## config.mk

```make
export PLATFORM = sky130hd
export DESIGN_NAME = apb_master_arbiter
export DESIGN_NICKNAME = d
export VERILOG_FILES = /design/src/rtl/apb_arb_pkg.sv /design/src/rtl/rr_arbiter_onehot.sv /design/src/rtl/apb_master_arbiter.sv
export SDC_FILE = /design/constraint.sdc
export NUM_CORES = 1
export LEC_CHECK = 0
export BUFFER_PORTS_ARGS = -buffer_cell sky130_fd_sc_hd__buf_2
export CAP_MARGIN = 20
export CORE_AREA = 4 4 159 161
export CTS_CLUSTER_SIZE = 40
export DETAILED_ROUTE_END_ITERATION = 12
export DIE_AREA = 0 0 163 165
export PLACE_DENSITY = 0.57
export SLEW_MARGIN = 20
export SYNTH_ARGS = -nofsm -noshare
export SYNTH_HDL_FRONTEND = slang
export SYNTH_SLANG_ARGS = --single-unit
```

## constraint.sdc

```tcl
create_clock -name clk_i -period 4.4 [get_ports clk_i]
set_clock_uncertainty 0.15 [all_clocks]
set_input_delay 0.44 -clock clk_i [delete_from_list [all_inputs] [get_ports clk_i]]
set_output_delay 0.44 -clock clk_i [all_outputs]
set_load 0.05 [all_outputs]
```

## src/rtl/apb_arb_pkg.sv

```systemverilog
// Shared types for the APB master arbiter: FSM state encoding
// and the sizing helper for the ACCESS-phase timeout counter.
package apb_arb_pkg;

    typedef enum logic [1:0] {
        IDLE,
        SETUP,
        ACCESS
    } apb_arb_state_e;

    // A zero timeout still needs a one-bit counter to keep widths legal.
    function automatic int tmo_cnt_width(input int cycles);
        return (cycles < 1) ? 1 : $clog2(cycles + 1);
    endfunction

endpackage

```

## src/rtl/rr_arbiter_onehot.sv

```systemverilog
// Round-robin arbiter: one-hot grant and binary index of the winner.
// Ports: clk_i, rst_i, req, advance (pointer moves past winner), gnt, idx.
module rr_arbiter_onehot #(
    parameter int NUM_REQ = 4
) (
    input  logic                       clk_i,
    input  logic                       rst_i,
    input  logic [NUM_REQ-1:0]         req,
    input  logic                       advance,
    output logic [NUM_REQ-1:0]         gnt,
    output logic [$clog2(NUM_REQ)-1:0] idx
);

    localparam int IW = $clog2(NUM_REQ);

    logic [IW-1:0] ptr;
    logic [IW:0]   pos;
    logic          found;

    // Search starts at the pointer and wraps modulo NUM_REQ.
    always_comb begin
        gnt   = '0;
        idx   = '0;
        found = 1'b0;
        pos   = '0;
        for (int k = 0; k < NUM_REQ; k++) begin
            pos = {1'b0, ptr} + (IW+1)'(k);
            if (pos >= (IW+1)'(NUM_REQ)) begin
                pos = pos - (IW+1)'(NUM_REQ);
            end
            if (!found && req[pos[IW-1:0]]) begin
                found             = 1'b1;
                gnt[pos[IW-1:0]]  = 1'b1;
                idx               = pos[IW-1:0];
            end
        end
    end

    always_ff @(posedge clk_i) begin
        if (rst_i) begin
            ptr <= '0;
        end else if (advance) begin
            ptr <= (idx == IW'(NUM_REQ - 1)) ? '0 : idx + 1'b1;
        end
    end

endmodule

```

## src/rtl/apb_master_arbiter.sv

```systemverilog
// Shares one APB4 master port among NUM_REQ valid/ready requesters.
// Ports: clk_i/rst_i; req_* request channel; rsp_* response; p* APB master.
module apb_master_arbiter
    import apb_arb_pkg::*;
#(
    parameter int NUM_REQ        = 4,
    parameter int ADDR_WIDTH     = 32,
    parameter int DATA_WIDTH     = 32,
    parameter int TIMEOUT_CYCLES = 256
) (
    input  logic                          clk_i,
    input  logic                          rst_i,
    input  logic [NUM_REQ-1:0]            req_valid_i,
    output logic [NUM_REQ-1:0]            req_ready_o,
    input  logic [NUM_REQ*ADDR_WIDTH-1:0] req_addr_i,
    input  logic [NUM_REQ-1:0]            req_write_i,
    input  logic [NUM_REQ*DATA_WIDTH-1:0] req_wdata_i,
    output logic [NUM_REQ-1:0]            rsp_valid_o,
    output logic [DATA_WIDTH-1:0]         rsp_rdata_o,
    output logic                          rsp_err_o,
    output logic                          pclk_o,
    output logic [ADDR_WIDTH-1:0]         paddr_o,
    output logic                          psel_o,
    output logic                          penable_o,
    output logic                          pwrite_o,
    output logic [DATA_WIDTH-1:0]         pwdata_o,
    input  logic                          pready_i,
    input  logic [DATA_WIDTH-1:0]         prdata_i,
    input  logic                          pslverr_i
);

    localparam int IW = $clog2(NUM_REQ);
    localparam int CW = tmo_cnt_width(TIMEOUT_CYCLES);

    apb_arb_state_e state, state_nxt;

    logic [NUM_REQ-1:0] gnt;
    logic [IW-1:0]      win_idx;
    logic [IW-1:0]      owner;
    logic [CW-1:0]      cnt;
    logic               handshake;
    logic               tmo_hit;
    logic [NUM_REQ-1:0] owner_onehot;

    rr_arbiter_onehot #(
        .NUM_REQ (NUM_REQ)
    ) u_rr (
        .clk_i   (clk_i),
        .rst_i   (rst_i),
        .req     (req_valid_i),
        .advance (handshake),
        .gnt     (gnt),
        .idx     (win_idx)
    );

    assign pclk_o       = clk_i;
    assign psel_o       = (state != IDLE);
    assign penable_o    = (state == ACCESS);
    assign req_ready_o  = (state == IDLE && !rst_i) ? gnt : '0;
    assign handshake    = (state == IDLE) && !rst_i && (|gnt);
    assign owner_onehot = {{(NUM_REQ-1){1'b0}}, 1'b1} << owner;

    // Abort on the Nth consecutive low ACCESS cycle; pready has priority.
    assign tmo_hit = (TIMEOUT_CYCLES != 0) && !pready_i &&
                     (cnt == CW'(TIMEOUT_CYCLES - 1));

    always_comb begin
        state_nxt = state;
        unique case (state)
            IDLE:    if (handshake) state_nxt = SETUP;
            SETUP:   state_nxt = ACCESS;
            ACCESS:  if (pready_i || tmo_hit) state_nxt = IDLE;
            default: state_nxt = IDLE;
        endcase
    end

    always_ff @(posedge clk_i) begin
        if (rst_i) begin
            state       <= IDLE;
            paddr_o     <= '0;
            pwrite_o    <= 1'b0;
            pwdata_o    <= '0;
            owner       <= '0;
            cnt         <= '0;
            rsp_valid_o <= '0;
            rsp_rdata_o <= '0;
            rsp_err_o   <= 1'b0;
        end else begin
            state       <= state_nxt;
            rsp_valid_o <= '0;
            if (handshake) begin
                paddr_o  <= req_addr_i[win_idx*ADDR_WIDTH +: ADDR_WIDTH];
                pwrite_o <= req_write_i[win_idx];
                pwdata_o <= req_wdata_i[win_idx*DATA_WIDTH +: DATA_WIDTH];
                owner    <= win_idx;
                cnt      <= '0;
            end
            if (state == ACCESS) begin
                if (pready_i) begin
                    rsp_valid_o <= owner_onehot;
                    rsp_rdata_o <= pwrite_o ? '0 : prdata_i;
                    rsp_err_o   <= pslverr_i;
                end else begin
                    cnt <= cnt + 1'b1;
                    if (tmo_hit) begin
                        rsp_valid_o <= owner_onehot;
                        rsp_rdata_o <= '0;
                        rsp_err_o   <= 1'b1;
                    end
                end
            end
        end
    end

endmodule

```

## Word level (Yosys, flattened, before mapping)

Cells that the tools add are included.

- Bits in registers: 117
- Output and inout bits: 109
- Input bits: 300
- Logic and storage cells: 116

- Add/sub/neg operators: 9
- Equality and inequality tests: 6
- Shift-type cells: 3
- Magnitude comparators: 13
- Reductions and logical operators: 23
- Mux-type cells: 48
- Bitwise operators: 4

Operators by type and width:

| kind | count |
|---|---|
| indexed part select 128 x 8 -> 32 bit | 2 |
| 2-to-1 mux 32 bit | 3 |
| 2-to-1 mux 4 bit | 7 |
| 2-to-1 mux 9 bit | 3 |
| 2-to-1 mux 2 bit | 11 |
| less-than comparator 2 x 3 -> 1 bit (second input constant) | 5 |
| 2-to-1 mux 1 bit | 14 |
| OR 4 bit | 3 |
| binary-select mux 1 bit (select 2 bit) | 5 |
| logical AND 1 bit | 10 |
| adder 9 x 1 -> 9 bit (second input constant) | 1 |
| == test 9 x 8 -> 1 bit (second input constant) | 1 |
| greater-or-equal comparator 3 bit (second input constant) | 3 |
| demux 1 bit (select 2 bit) | 4 |
| greater-or-equal comparator 2 x 1 -> 1 bit (second input constant) | 4 |
| subtractor 2 x 1 -> 2 bit (second input constant) | 4 |
| adder 2 x 2 -> 3 bit (second input constant) | 2 |
| one-hot mux 2 bit (3 select lines) | 1 |
| logical NOT 1 bit | 5 |
| == test 2 bit (second input constant) | 2 |
| AND reduction 2 bit | 2 |
| nonzero test 2 bit | 2 |
| OR reduction 4 bit | 1 |
| << shifter 1 x 2 -> 4 bit (first input constant) | 1 |
| other kinds (10) | 10 |

## Logic depth before layout (Yosys ltp)

- Depth in word-level cells: 19
- Mapped depth: 15
- Mapped depth without buffers: 9

## By module

A second synthesis with hierarchy kept.

- Cell total of the unflattened synthesis: 577
- Area total of the unflattened synthesis: 6647.6 µm²

Modules (own cells, without submodules):

| module | cells an instance | times used | area each (µm²) | seq. area each (µm²) |
|---|---|---|---|---|
| apb_master_arbiter | 505 | 1 | 6042.0 | 2302.2 |
| rr_arbiter_onehot | 72 | 1 | 605.6 | 40.0 |

==> results_dict.tcl <==
set metrics [dict create \
    grt_pass1_wl_um 36750 \
    antenna_found_initial 1 \
    report.final.slew_viol_count 0 \
    syn_area_mm2 0.006999 \
    tightest_slew_ns 0.6690 \
    ys_seq_area_frac 0.3346 \
    powerDensity_mw_per_mm2 654.1 \
    async_flop_share 0 \
    grt_pass1_vias 6794 \
    ios 409 \
    die_area_mm2 0.02690 \
    p_leak_nw 4.526 \
    gp_congestion 0.8497 \
    slowest_delay_ns 0.50 \
    worstHoldPathType "input port to flip-flop" \
    viasPerCell 4.747 \
    setup_tns_ns 0 \
    r2r_cells 11 \
    yosys_warnings 0 \
    max_slew_margin 0.5412 \
    rsz0062_at_grt "no" \
    syn_avg_cell_area_um2 9.173 \
    clk_latency_ns 0.52 \
    timing_worst_setup_path_type "flip-flop to output pin" \
    finalHoldViolCount 0 \
    clk_pin_slew_ns 0.06 \
    synth-seq-cells 117 \
    crit_path_end_kind "output pin" \
    synth-main-ff-cell "dfxtp_1" \
    wl_per_cell_um 16.34 \
    cp_num_buf_inv 2 \
    critPathMaxFanout 10 \
    synthDistinctLibCells 45 \
    post-cts-setup-buffer-count 0 \
    drc 0 \
    die_w_um 163 \
    setup_viol 0 \
    min_from "prdata_i[18]" \
    peakVddDrop_v 0.0002984 \
    layout-drive-gt1-share 0.4596 \
    final_common_cell "buf_2" \
    worstReg2RegStart "u_rr.ptr[1]" \
    drt_wl_total_um 24330 \
    synth_edf_count 0 \
    gr-total-overflow 0 \
    die_y_um 165 \
    path_delay_family "simple AND/OR/NAND/NOR gates" \
    fmax_ghz 0.2518 \
    rows 57 \
    drt_iter0_markers 299 \
    initial_utilization 0.2921 \
    antenna_left 0 \
    path_cells "inv_1 > ha_1 > or3b_2 > a21oi_1 > nor2_1 > o2111ai_1 > and2_1 > buf_2" \
    crit_path_top_delay_cell "or3b_2" \
    status "completed" \
    holdPathStages 3 \
    max-cap-violations 0 \
    syn_nets 1071 \
    start_kind "flip-flop" \
    cts_tree "yes" \
    nets 1459 \
    critPathArrivalTime_ns 3.38 \
    grt.total_usage 0.1718 \
    area_growth_pct 43.55 \
    crit_start "u_rr.ptr[1]" \
    layout_common_cells "buf_2, mux2i_1, dfxtp_1, nand3b_1, mux2_2" \
    required_ns 3.81 \
    post-route-period-util 0.9025 \
    layout_min_cycle_time_ns 3.971 \
    dr.pass1.iters 4 \
    p_total_w 0.006572 \
    coreArea_mm2 0.02396 \
    num_vias 7068 \
    cp_num_cells 8 \
    hpwl_um 18300 \
    numPortBuffers 408 \
    syn_inst 763 \
    grt_max_degree 85 \
]
-- what timing repair did --
item	CTS	global route
gates resized for setup	0	0
hold buffers	9	0
endpoints found under the hold margin	9	0
-- cell usage after synthesis (3+ instances only) --
cell type,number,area (µm²)
a21oi_1,43,215.2
a31oi_1,4,25.02
and2_1,10,62.56
and3_1,4,25.02
buf_2,20,100.1
buf_6,11,123.9
clkbuf_1,32,120.1
dfxtp_1,117,2342
ha_1,8,100.1
inv_1,9,33.78
mux2_2,65,732.0
mux2i_1,133,1331
nand2_1,45,168.9
nand3_1,46,230.2
nand3b_1,68,510.5
nand4_1,3,18.77
nor2_1,17,63.81
nor2b_1,3,18.77
nor3_1,3,15.01
nor3b_1,8,60.06
o21ai_0,57,285.3
o21ai_1,23,115.1
xnor2_1,3,26.28
-- area by class of cell --
class	count	area (µm²)
Inverter	10	37.54
Antenna cell	1	2.502
Tap cell	324	405.4
Fill cell	2448	13920
Clock inverter	14	166.4
Clock buffer	22	519.2
Timing Repair Buffer	431	2292
Sequential cell	117	2342
Multi-Input combinational cell	570	4282
-- sequential cells by signal, summed over array words and instances, names as in the netlist, named ones only --
signal and flops:
u_rr.ptr 1, rsp_err_o 1, pwrite_o 1, state 2, pwdata_o 32, rsp_valid_o 4, rsp_rdata_o 32, owner 2
paddr_o 32, cnt 9
-- worst paths after layout --
check	slack [ns]	end
worst max-delay path	0.43	req_ready_o[0]
worst min-delay path	0.02	rsp_rdata_o[18]
worst min register to register	0.30	rsp_rdata_o[5]
worst max register to register	0.68	paddr_o[0]
-- cells by family after synthesis --
kind of cell / after synthesis / synth area share
simple gates: 219 / 0.1814
fa+ha+maj: 8 / 0.01430
mux: 199 / 0.2980
buf+inv: 76 / 0.05720
compound gates: 140 / 0.1094
xor+xnor: 4 / 0.005006
flops: 117 / 0.3346
-- report_power, final --
group	internal, W	total [W]	leakage (nW)	switching, W
logic	0.00138	0.00356	3.23	0.00217
registers	0.00129	0.00140	0.957	0.000114
clock network	0.000990	0.00161	0.341	0.000624
total	0.00366	0.00657	4.53	0.00291
-- worst register-to-register path: stages (launching register included) --
cell,delay [ns]
dfxtp_1,0.49
inv_1,0.17
ha_1,0.42
or3b_2,0.50
a21oi_1,0.25
nor2_1,0.17
a22oi_2,0.35
buf_12,0.38
buf_4,0.30
mux2i_1,0.08
mux2_2,0.26
o21ai_0,0.15
-- routing by layer --
| layer | part of all wire | GRT usage | vias to the layer above |
|---|---|---|---|
| met3 | 0.063 | 0.04817 | 18 |
| met1 | 0.44 | 0.2172 | 3259 |
| li1 | - | - | 3557 |
| met2 | 0.49 | 0.2875 | 234 |
| met4 | 0.012 | 0.04804 | 0 |
| met5 | 0 | 0 | - |
-- through the flow --
stage / area, µm² / cells / worst slack (ns) / utilization / hold slack [ns]
4_1_cts: 10040 / 1488 / 0.4410 / 0.4192 / 0.0003577
5_1_grt: 10050 / 1489 / 0.2068 / 0.4193 / 0.006294
6_report: 10050 / 1489 / 0.4291 / 0.4193 / 0.02473
3_3_place_gp: 9274 / 1444 / 0.8325 / 0.3870 / 0.2859
2_1_floorplan: 6999 / 763 / 1.052 / - / 0.2836
3_5_place_dp: 9274 / 1444 / 0.7540 / 0.3870 / 0.2912
No activity file was read; power rests on OpenSTA's default activity.
